**src/rtl/alu_seq.sv**
```systemverilog
// ---------------------------------------------------------------------------
// alu_seq : registered, parametrised ALU for the multi-cycle MIPS datapath.
//
// Sits between the register-file read ports and the writeback mux. The
// controller issues an operation with start; the result and flags are
// registered and announced with a one-cycle done pulse. Single-cycle ops
// complete in the cycle after start. MUL (opcode 111) is an iterative
// shift-add multiplier that keeps busy high until its done cycle.
//
// Optional feature macro: ALU_SEQ_MUL_EN
//   defined   : opcode 111 runs the WIDTH-step iterative unsigned multiply.
//   undefined : no multiplier is built; opcode 111 completes in one cycle
//               with Output = 0, zero = 1 and all other flags 0.
//
// Parameters
//   WIDTH      operand/result width (>= 4)
//   SHW        shift-amount bits taken from BussB (derived from WIDTH)
// Ports
//   clk        clock, rising edge
//   reset      synchronous, active-high; abandons a multiply, clears outputs
//   start      request, sampled only while idle
//   ALUControl 000 ADD, 001 XOR, 010 SUB, 011 SLT, 100 AND, 101 OR,
//              110 SLL, 111 MUL
//   BussA      operand A
//   BussB      operand B
//   Output     registered result
//   CarryOut   registered carry (SUB: 1 = no borrow)
//   zero       registered, 1 when Output is all zeros (0 out of reset)
//   overflow   registered signed overflow (MUL: high half nonzero)
//   negative   registered true sign of the result
//   busy       high while a multiply is in progress
//   done       one-cycle pulse when Output and flags are updated
// ---------------------------------------------------------------------------
module alu_seq #(
    parameter int WIDTH = 32,
    parameter int SHW   = $clog2(WIDTH)
) (
    input  logic             clk,
    input  logic             reset,
    input  logic             start,
    input  logic [2:0]       ALUControl,
    input  logic [WIDTH-1:0] BussA,
    input  logic [WIDTH-1:0] BussB,
    output logic [WIDTH-1:0] Output,
    output logic             CarryOut,
    output logic             zero,
    output logic             overflow,
    output logic             negative,
    output logic             busy,
    output logic             done
);

    localparam logic [2:0] OP_ADD = 3'b000;
    localparam logic [2:0] OP_XOR = 3'b001;
    localparam logic [2:0] OP_SUB = 3'b010;
    localparam logic [2:0] OP_SLT = 3'b011;
    localparam logic [2:0] OP_AND = 3'b100;
    localparam logic [2:0] OP_OR  = 3'b101;
    localparam logic [2:0] OP_SLL = 3'b110;
    localparam logic [2:0] OP_MUL = 3'b111;

    logic             sub_s;
    logic [WIDTH-1:0] b_eff_s;
    logic [WIDTH:0]   sum_s;
    logic             add_ovf_s;
    logic             add_sign_s;

    logic [WIDTH-1:0] alu_res_s;
    logic             alu_c_s;
    logic             alu_v_s;
    logic             alu_n_s;

    logic             upd_s;
    logic [WIDTH-1:0] res_s;
    logic             c_s;
    logic             v_s;
    logic             n_s;
    logic             busy_nxt_s;

    logic [WIDTH-1:0] out_r;
    logic             carry_r;
    logic             zero_r;
    logic             ovf_r;
    logic             neg_r;
    logic             busy_r;
    logic             done_r;

    // Shared adder: SUB and SLT use A + ~B + 1; true sign corrects for overflow
    always_comb begin
        sub_s = (ALUControl == OP_SUB) || (ALUControl == OP_SLT);
        if (sub_s) begin
            b_eff_s = ~BussB;
        end else begin
            b_eff_s = BussB;
        end
        sum_s      = {1'b0, BussA} + {1'b0, b_eff_s} + {{WIDTH{1'b0}}, sub_s};
        add_ovf_s  = (BussA[WIDTH-1] == b_eff_s[WIDTH-1]) &&
                     (sum_s[WIDTH-1] != BussA[WIDTH-1]);
        add_sign_s = sum_s[WIDTH-1] ^ add_ovf_s;
    end

    // Single-cycle operation decode; opcode 111 falls to all-zero results
    always_comb begin
        alu_res_s = {WIDTH{1'b0}};
        alu_c_s   = 1'b0;
        alu_v_s   = 1'b0;
        alu_n_s   = 1'b0;
        case (ALUControl)
            OP_ADD, OP_SUB: begin
                alu_res_s = sum_s[WIDTH-1:0];
                alu_c_s   = sum_s[WIDTH];
                alu_v_s   = add_ovf_s;
                alu_n_s   = add_sign_s;
            end
            OP_XOR: begin
                alu_res_s = BussA ^ BussB;
                alu_n_s   = alu_res_s[WIDTH-1];
            end
            OP_SLT: begin
                alu_res_s = {{(WIDTH-1){1'b0}}, add_sign_s};
            end
            OP_AND: begin
                alu_res_s = BussA & BussB;
                alu_n_s   = alu_res_s[WIDTH-1];
            end
            OP_OR: begin
                alu_res_s = BussA | BussB;
                alu_n_s   = alu_res_s[WIDTH-1];
            end
            OP_SLL: begin
                alu_res_s = BussA << BussB[SHW-1:0];
                alu_n_s   = alu_res_s[WIDTH-1];
            end
            default: begin
                alu_res_s = {WIDTH{1'b0}};
            end
        endcase
    end

`ifdef ALU_SEQ_MUL_EN
    localparam int CW = $clog2(WIDTH + 1);

    typedef enum logic {ST_IDLE = 1'b0, ST_MUL = 1'b1} state_t;

    state_t             state_r;
    state_t             state_nxt_s;
    logic [2*WIDTH-1:0] acc_r;
    logic [2*WIDTH-1:0] acc_nxt_s;
    logic [2*WIDTH-1:0] mcand_r;
    logic [WIDTH-1:0]   mplier_r;
    logic [CW-1:0]      count_r;
    logic               mul_go_s;
    logic               mul_last_s;

    assign mul_go_s   = (state_r == ST_IDLE) && start && (ALUControl == OP_MUL);
    // The step that takes count from 1 to 0 is the last one and completes the op
    assign mul_last_s = (state_r == ST_MUL) && (count_r == CW'(1));

    // State register
    always_ff @(posedge clk) begin
        if (reset) begin
            state_r <= ST_IDLE;
        end else begin
            state_r <= state_nxt_s;
        end
    end

    // Next-state logic
    always_comb begin
        state_nxt_s = state_r;
        case (state_r)
            ST_IDLE: begin
                if (mul_go_s) begin
                    state_nxt_s = ST_MUL;
                end else begin
                    state_nxt_s = ST_IDLE;
                end
            end
            ST_MUL: begin
                if (mul_last_s) begin
                    state_nxt_s = ST_IDLE;
                end else begin
                    state_nxt_s = ST_MUL;
                end
            end
            default: begin
                state_nxt_s = ST_IDLE;
            end
        endcase
    end

    // One shift-add step: add the shifted multiplicand when the multiplier LSB is set
    always_comb begin
        if (mplier_r[0]) begin
            acc_nxt_s = acc_r + mcand_r;
        end else begin
            acc_nxt_s = acc_r;
        end
    end

    // Multiplier datapath; operands are latched at start and used throughout
    always_ff @(posedge clk) begin
        if (reset) begin
            acc_r    <= {(2*WIDTH){1'b0}};
            mcand_r  <= {(2*WIDTH){1'b0}};
            mplier_r <= {WIDTH{1'b0}};
            count_r  <= {CW{1'b0}};
        end else if (mul_go_s) begin
            acc_r    <= {(2*WIDTH){1'b0}};
            mcand_r  <= {{WIDTH{1'b0}}, BussA};
            mplier_r <= BussB;
            count_r  <= CW'(WIDTH);
        end else if (state_r == ST_MUL) begin
            acc_r    <= acc_nxt_s;
            mcand_r  <= mcand_r << 1;
            mplier_r <= mplier_r >> 1;
            count_r  <= count_r - CW'(1);
        end
    end

    // Output logic: what to register this cycle and whether done fires
    always_comb begin
        upd_s      = 1'b0;
        res_s      = alu_res_s;
        c_s        = alu_c_s;
        v_s        = alu_v_s;
        n_s        = alu_n_s;
        busy_nxt_s = (state_nxt_s == ST_MUL);
        case (state_r)
            ST_IDLE: begin
                if (start && (ALUControl != OP_MUL)) begin
                    upd_s = 1'b1;
                end else begin
                    upd_s = 1'b0;
                end
            end
            ST_MUL: begin
                if (mul_last_s) begin
                    upd_s = 1'b1;
                    res_s = acc_nxt_s[WIDTH-1:0];
                    c_s   = 1'b0;
                    v_s   = |acc_nxt_s[2*WIDTH-1:WIDTH];
                    n_s   = acc_nxt_s[WIDTH-1];
                end else begin
                    upd_s = 1'b0;
                end
            end
            default: begin
                upd_s = 1'b0;
            end
        endcase
    end
`else
    // Output logic: every accepted op completes in one cycle
    always_comb begin
        upd_s      = start;
        res_s      = alu_res_s;
        c_s        = alu_c_s;
        v_s        = alu_v_s;
        n_s        = alu_n_s;
        busy_nxt_s = 1'b0;
    end
`endif

    // Result and flag registers: load on completion, hold otherwise
    always_ff @(posedge clk) begin
        if (reset) begin
            out_r   <= {WIDTH{1'b0}};
            carry_r <= 1'b0;
            zero_r  <= 1'b0;
            ovf_r   <= 1'b0;
            neg_r   <= 1'b0;
            busy_r  <= 1'b0;
            done_r  <= 1'b0;
        end else begin
            done_r <= upd_s;
            busy_r <= busy_nxt_s;
            if (upd_s) begin
                out_r   <= res_s;
                carry_r <= c_s;
                zero_r  <= (res_s == {WIDTH{1'b0}});
                ovf_r   <= v_s;
                neg_r   <= n_s;
            end
        end
    end

    assign Output   = out_r;
    assign CarryOut = carry_r;
    assign zero     = zero_r;
    assign overflow = ovf_r;
    assign negative = neg_r;
    assign busy     = busy_r;
    assign done     = done_r;

endmodule
```
**config.mk**
```make
export PLATFORM = sky130hd
export DESIGN_NAME = alu_seq
export DESIGN_NICKNAME = d
export VERILOG_FILES = /design/src/rtl/alu_seq.sv
export SDC_FILE = /design/constraint.sdc
export NUM_CORES = 1
export LEC_CHECK = 0
export ABC_AREA = 1
export CELL_PAD_IN_SITES_DETAIL_PLACEMENT = 0
export CELL_PAD_IN_SITES_GLOBAL_PLACEMENT = 1
export CORE_MARGIN = 1
export CORE_UTILIZATION = 39
export CTS_BUF_LIST = sky130_fd_sc_hd__clkbuf_16
export DETAILED_ROUTE_END_ITERATION = 10
export GPL_TIMING_DRIVEN = 0
export PLACE_DENSITY = 0.8
export SETUP_SLACK_MARGIN = 0.15
export SLEW_MARGIN = 20
export SYNTH_ARGS = -nofsm -noshare
export SYNTH_HDL_FRONTEND = slang
export SYNTH_SLANG_ARGS = --single-unit
```
**constraint.sdc**
```tcl
create_clock -name clk -period 3.82 [get_ports clk]
set_clock_uncertainty 0.2 [all_clocks]
set_input_delay 0.764 -clock clk [delete_from_list [all_inputs] [get_ports clk]]
set_output_delay 0.764 -clock clk [all_outputs]
set_load 0.005 [all_outputs]
```
# After elaboration in Yosys (flattened, before gate mapping)
# Index checks and enable logic that the tools add are counted.
# W data, S select, Z words.
[totals] reg_bits=37 in_bits=70 output_inout_bits=38 wordCells=32
[op_classes] n_addsub=2 eq_ne=8 shifts=1 muxes=5 bitwise_logic=5 reduce_logical=5
[op_table] op="$pmux W32 S6" count=1
[op_table] op="$add A32 B32 Y33" count=1
[op_table] op="$add A33 B1 Y33" count=1
[op_table] op="$and A32 B32 Y32" count=1
[op_table] op="$logic_not A32 Y1" count=1
[op_table] op="$mux W32" count=1
[op_table] op="$not A32 Y32" count=1
[op_table] op="$or A32 B32 Y32" count=1
[op_table] op="$shl A32 B5 Y32" count=1
[op_table] op="$xor A32 B32 Y32" count=1
[op_table] op="$eq A3 B3 Y1 const B" count=3
[op_table] op="$eq A3 B2 Y1 const B" count=2
[op_table] op="$pmux W1 S5" count=1
[op_table] op="$eq A3 B1 Y1 const B" count=1
[op_table] op="$logic_not A3 Y1" count=1
[op_table] op="$mux W1" count=2
[op_table] op="$reduce_or A2 Y1" count=1
[op_table] op="$eq A1 B1 Y1" count=1
[op_table] op="$logic_and A1 B1 Y1" count=1
[op_table] op="$logic_or A1 B1 Y1" count=1
[op_table] op="$ne A1 B1 Y1" count=1
[op_table] op="$xor A1 B1 Y1" count=1

# Logic depth before layout (Yosys ltp)
[depth] ltp_word=10 mapped_depth=24 mapped_depth_nobuf=22

# Worst setup path before layout
# Ideal clock, no wire load.
[synth_timing] path_type="input -> register" from="input BussB[2]" to="register zero_r, in the netlist zero" setup_time_ns=0.113 arrival_time_ns=3.173 t_required_ns=3.507 path_slack_ns=0.334 path_stages=22 path_cell_list="buf_4 clkinv_1 buf_2 buf_2 xor2_1 ha_1 nand2_1 nand2_1 a21oi_1 inv_1 nand2_1 nand3_1 nand2_1 nand2_1 nand3_1 nand2_1 nand2_1 nand2_1 o21ai_1 nor2_1 nand3_1 nand2_1"
[synth_between] elab_chain_cells=9 elab_cells_between_ends=13 classes_between="2 x add/sub; 1 x eq/ne; 1 x shift; 2 x mux; 5 x bitwise; 2 x reduce/logical"
[synth_rtl] item="start, declared" line="43" source="input logic [WIDTH-1:0] BussB,"
[synth_rtl] item="$not A32 Y32" line="92" source="b_eff_s = ~BussB;"
[synth_rtl] item="$mux W32" line="91" source="if (sub_s) begin"
[synth_rtl] item="$add A32 B32 Y33" line="96" source="sum_s = {1'b0, BussA} + {1'b0, b_eff_s} + {{WIDTH{1'b0}}, sub_s};"
[synth_rtl] item="$add A33 B1 Y33" line="96"
[synth_rtl] item="$ne A1 B1 Y1" line="98" source="(sum_s[WIDTH-1] != BussA[WIDTH-1]);"
[synth_rtl] item="$logic_and A1 B1 Y1" line="97" source="add_ovf_s = (BussA[WIDTH-1] == b_eff_s[WIDTH-1]) &&"
[synth_rtl] item="$xor A1 B1 Y1" line="99" source="add_sign_s = sum_s[WIDTH-1] ^ add_ovf_s;"
[synth_rtl] item="$pmux W32 S6 (*)" line="108" source="case (ALUControl)"
[synth_rtl] item="$logic_not A32 Y1 (*)" line="281" source="zero_r <= (res_s == {WIDTH{1'b0}});"
[synth_rtl] item="end signal, assigned" line="281"
[synth_rtl] item="end, declared" line="82" source="logic zero_r;"
# Mark *: on every way between the ends. The rest lies on a longest branch, timed or not.
# A chain may end at the register's enable or synchronous reset.

# Worst setup path in the final report
[layout_timing] from="input ALUControl[2]" to="register zero_r, in the netlist zero"
[layout_between] elab_chain_cells=10 elab_cells_between_ends=18 classes_between="2 x add/sub; 8 x eq/ne; 2 x mux; 1 x bitwise; 5 x reduce/logical"
[layout_rtl] item="start, declared" line="41" source="input logic [2:0] ALUControl,"
[layout_rtl] item="$eq A3 B2 Y1" line="90, 108"
[layout_rtl] item="$logic_or A1 B1 Y1" line="90" source="sub_s = (ALUControl == OP_SUB) || (ALUControl == OP_SLT);"
[layout_rtl] item="$mux W32" line="91"
[layout_rtl] item="$add A32 B32 Y33" line="96"
[layout_rtl] item="$add A33 B1 Y33" line="96"
[layout_rtl] item="$ne A1 B1 Y1" line="98"
[layout_rtl] item="$logic_and A1 B1 Y1" line="97"
[layout_rtl] item="$xor A1 B1 Y1" line="99"
[layout_rtl] item="$pmux W32 S6 (*)" line="108"
[layout_rtl] item="$logic_not A32 Y1 (*)" line="281"
# Marked as above.

==> results.ini <==
[global_route]
antenna_found_initial = 0
grt_pass1_wl_um = 50540
grt-ovfl-total = 0
track_usage_pct = 34.47
grt_pass1_vias = 8516
grt_max_degree = 18

[clock_network]
cts_buffer_depth = 2
numCtsBuffers = 5
worstSkewPairLatency_ns = 0.28
clk_pin_slew_ns = 0.06
clock-root-buffer = clkbuf_16
cts_tree = done
holdBufCountCts = 0
cts.sinks = 37
cts-htree-levels = 2

[logic_synthesis]
yosys.area.top_type = nand2_1
netlist_top_cells_count = 355 x nand2_1, 167 x inv_1, 166 x nand3_1
async_flop_share_pct = 0
synth_flop_cell = dfxtp_1
syn_area_sq_mm = 0.007393
synthCells = 1287
avgSynthCellArea_sq_um = 5.745
seq_area_frac_synth_pct = 10.02
synth_edf_count = 0
synth_top_area_share_pct = 18.02
synth_area_leaders = nand2_1 18%, ha_1 17%, nand3_1 11%, dfxtp_1 10%, inv_1 8.5%
synth_most_common_cell = nand2_1
ys_ff_latch = 37
syn_nets = 1456
ys_types = 46
yosys_warnings = 0

[job]
cap_viol_max_count = 0

[route]
first_pass_iters = 5
drt.antenna.violating_nets = 0
first_iter_violations = 965
vias_per_cell = 5.584
drc = 0
totalWireLength_um = 34190
wl_per_cell_um = 20.58
vias = 9275

[timing]
rsz0062_at_grt = false
period_share_pct = 93.52
setup_viol = 0
relSlewSlack_pct = 49.17
finalMaxSlewViolations = 0
hold_viol = 0
fin_ws_ns = 0.2473
period_minus_slack_ns = 3.573
worst_slew_pin_slew_ns = 0.7624
fin_setup_tns_ns = 0
fmax_mhz = 279.9

[power]
total_power_mw = 2.345
ir_drop_mv = 0.1956
powerDensity_mw_per_mm2 = 241.0
p_leak_nw = 4.822

[critical_path]
cp_common_cell = nand2_1
cp_slowest_stage_delay_ns = 0.38
arrival_ns = 3.60
critPathRequiredTime_ns = 3.85
crit_slowest_cell = ha_1
critPathKind = input pin to register
cp-start-kind = input pin
crit_chain = clkdlybuf4s15_2 -> inv_4 -> nand2_8 -> buf_6 -> xor2_1 -> ha_1 -> a21oi_1 -> o21ai_1 -> a21oi_1 -> nand2_2 -> buf_4 -> nand2_1 -> nand3_1 -> nand3_2 -> nand2_2 -> nor2_2 -> nand2_1 -> nor2_2 -> nand3_1 -> nand2_1
cp_max_fo = 10
endpoint_kind = register

[cells_and_area]
drive_above_1_share_pct = 15.22
area_delta_synth_final_pct = 31.63
nFillCells = 1935
stdcell_count = 1661
antenna-diode-count = 0
multi_input_area_sq_mm = 0.006260
finalNetCount = 1600
regArea_sq_um = 740.7

[floorplanning]
pin_count = 108
core_region_area_sq_mm = 0.01827
chipHeight_um = 139.7
num_rows = 49
die_x_um = 139.7
die_area_sq_mm = 0.01951
initial_core_util_pct = 40.47

[place]
gp_congestion = 1.024
io_buffer_count = 105
dp_hpwl_um = 28740
dp.cells = 1621
pre_cts_ws_ns = -1.219

[outcome]
status = complete, no violations

[worst_hold_path]
worstHoldPathType = register to register

==> worst max-delay path, delay by kind of cell <==
| kind | cells | cell delay [ns] |
|---|---|---|
| buffers and inverters | 4 | 0.69 |
| AO/OA/AOI/OAI | 3 | 0.55 |
| AND/OR/NAND/NOR | 11 | 1.05 |
| XOR/XNOR | 1 | 0.15 |
| adder cells (fa/ha/maj) | 1 | 0.38 |
==> where the power goes <==
group / switching (mW) / total (mW) / internal [mW]
clock network: 0.171 / 0.410 / 0.239
logic: 0.937 / 1.50 / 0.567
registers: 0.0154 / 0.430 / 0.415
==> final cells by class <==
cell class / instances / share of cell area (%)
repair buffers: 138 / 13.33
plain buffers: 50 / 3.574
multi-input cells: 1028 / 64.32
clock buffers: 5 / 1.286
flip-flops and latches: 37 / 7.611
clock inverters: 3 / 0.1800
inverters: 171 / 6.750
well taps: 229 / 2.944
==> layer usage <==
metal  vias to the layer above  wire length (um)  track usage [%]
met1                      4279             15710            49.38
li1                       4524                 -                -
met4                         0              1499            14.34
met3                        65              2510            3.785
met5                         -                 0                0
met2                       407             14470            51.92
==> placed cells by master, fill, tap and decap left out, drive strengths merged, types with 4 or more instances in the layout <==
cell type	count
o21ai	75
a31oi	4
o21bai	7
a22o	17
o211ai	15
nand4	15
xor2	32
a221oi	19
buf	65
dfxtp	37
inv	170
clkbuf	25
nor3	9
clkdlybuf4s50	98
a21oi	49
ha	98
nor2	131
nand3	168
nand3b	8
nand2	359
==> cells by family (layout without fill, tap and decap cells) <==
| group | Yosys count | in the layout | synth area share (%) |
|---|---|---|---|
| AO/OA/AOI/OAI | 199 | 199 | 16.75 |
| XOR/XNOR | 32 | 32 | 3.791 |
| adder cells (fa/ha/maj) | 99 | 99 | 16.86 |
| buffers and inverters | 222 | 367 | 12.47 |
| flip-flops | 37 | 37 | 10.02 |
| multiplexers | 3 | 3 | 0.4062 |
| other | 1 | 1 | 0.05072 |
| AND/OR/NAND/NOR | 694 | 694 | 39.65 |
==> repair_timing <==
item / CTS / global route
endpoints found under the setup margin: 36 / 3
setup buffers: 6 / 27
cloned: 0 / 0
gates resized for setup: 73 / 122
pin swaps: 11 / 37
==> per-stage QoR <==
step	hold slack, ns	utilization, %	instance area (sq um)
after CTS	0.2609	49.97	9129
after floorplan	0.2468	-	7393
after detailed placement	0.2443	47.79	8731
after global placement	0.2398	47.79	8731
final	0.2560	53.27	9732
after global routing	0.2806	53.27	9732
==> path summary, 6_finish.rpt <==
path / slack [ns] / depth (start not counted) / to / startpoint
max: 0.25 / 20 / zero / ALUControl[2]
min: 0.26 / 2 / Output[20] / Output[20]
max reg2reg: 2.96 / 4 / Output[3] / Output[3]
min reg2reg: 0.26 / 2 / Output[20] / Output[20]
==> registers in the layout (all words and copies together), names as in the netlist <==
signal,count
CarryOut,1
Output,32
done,1
negative,1
overflow,1
zero,1
(Power assumes the default switching activity.)
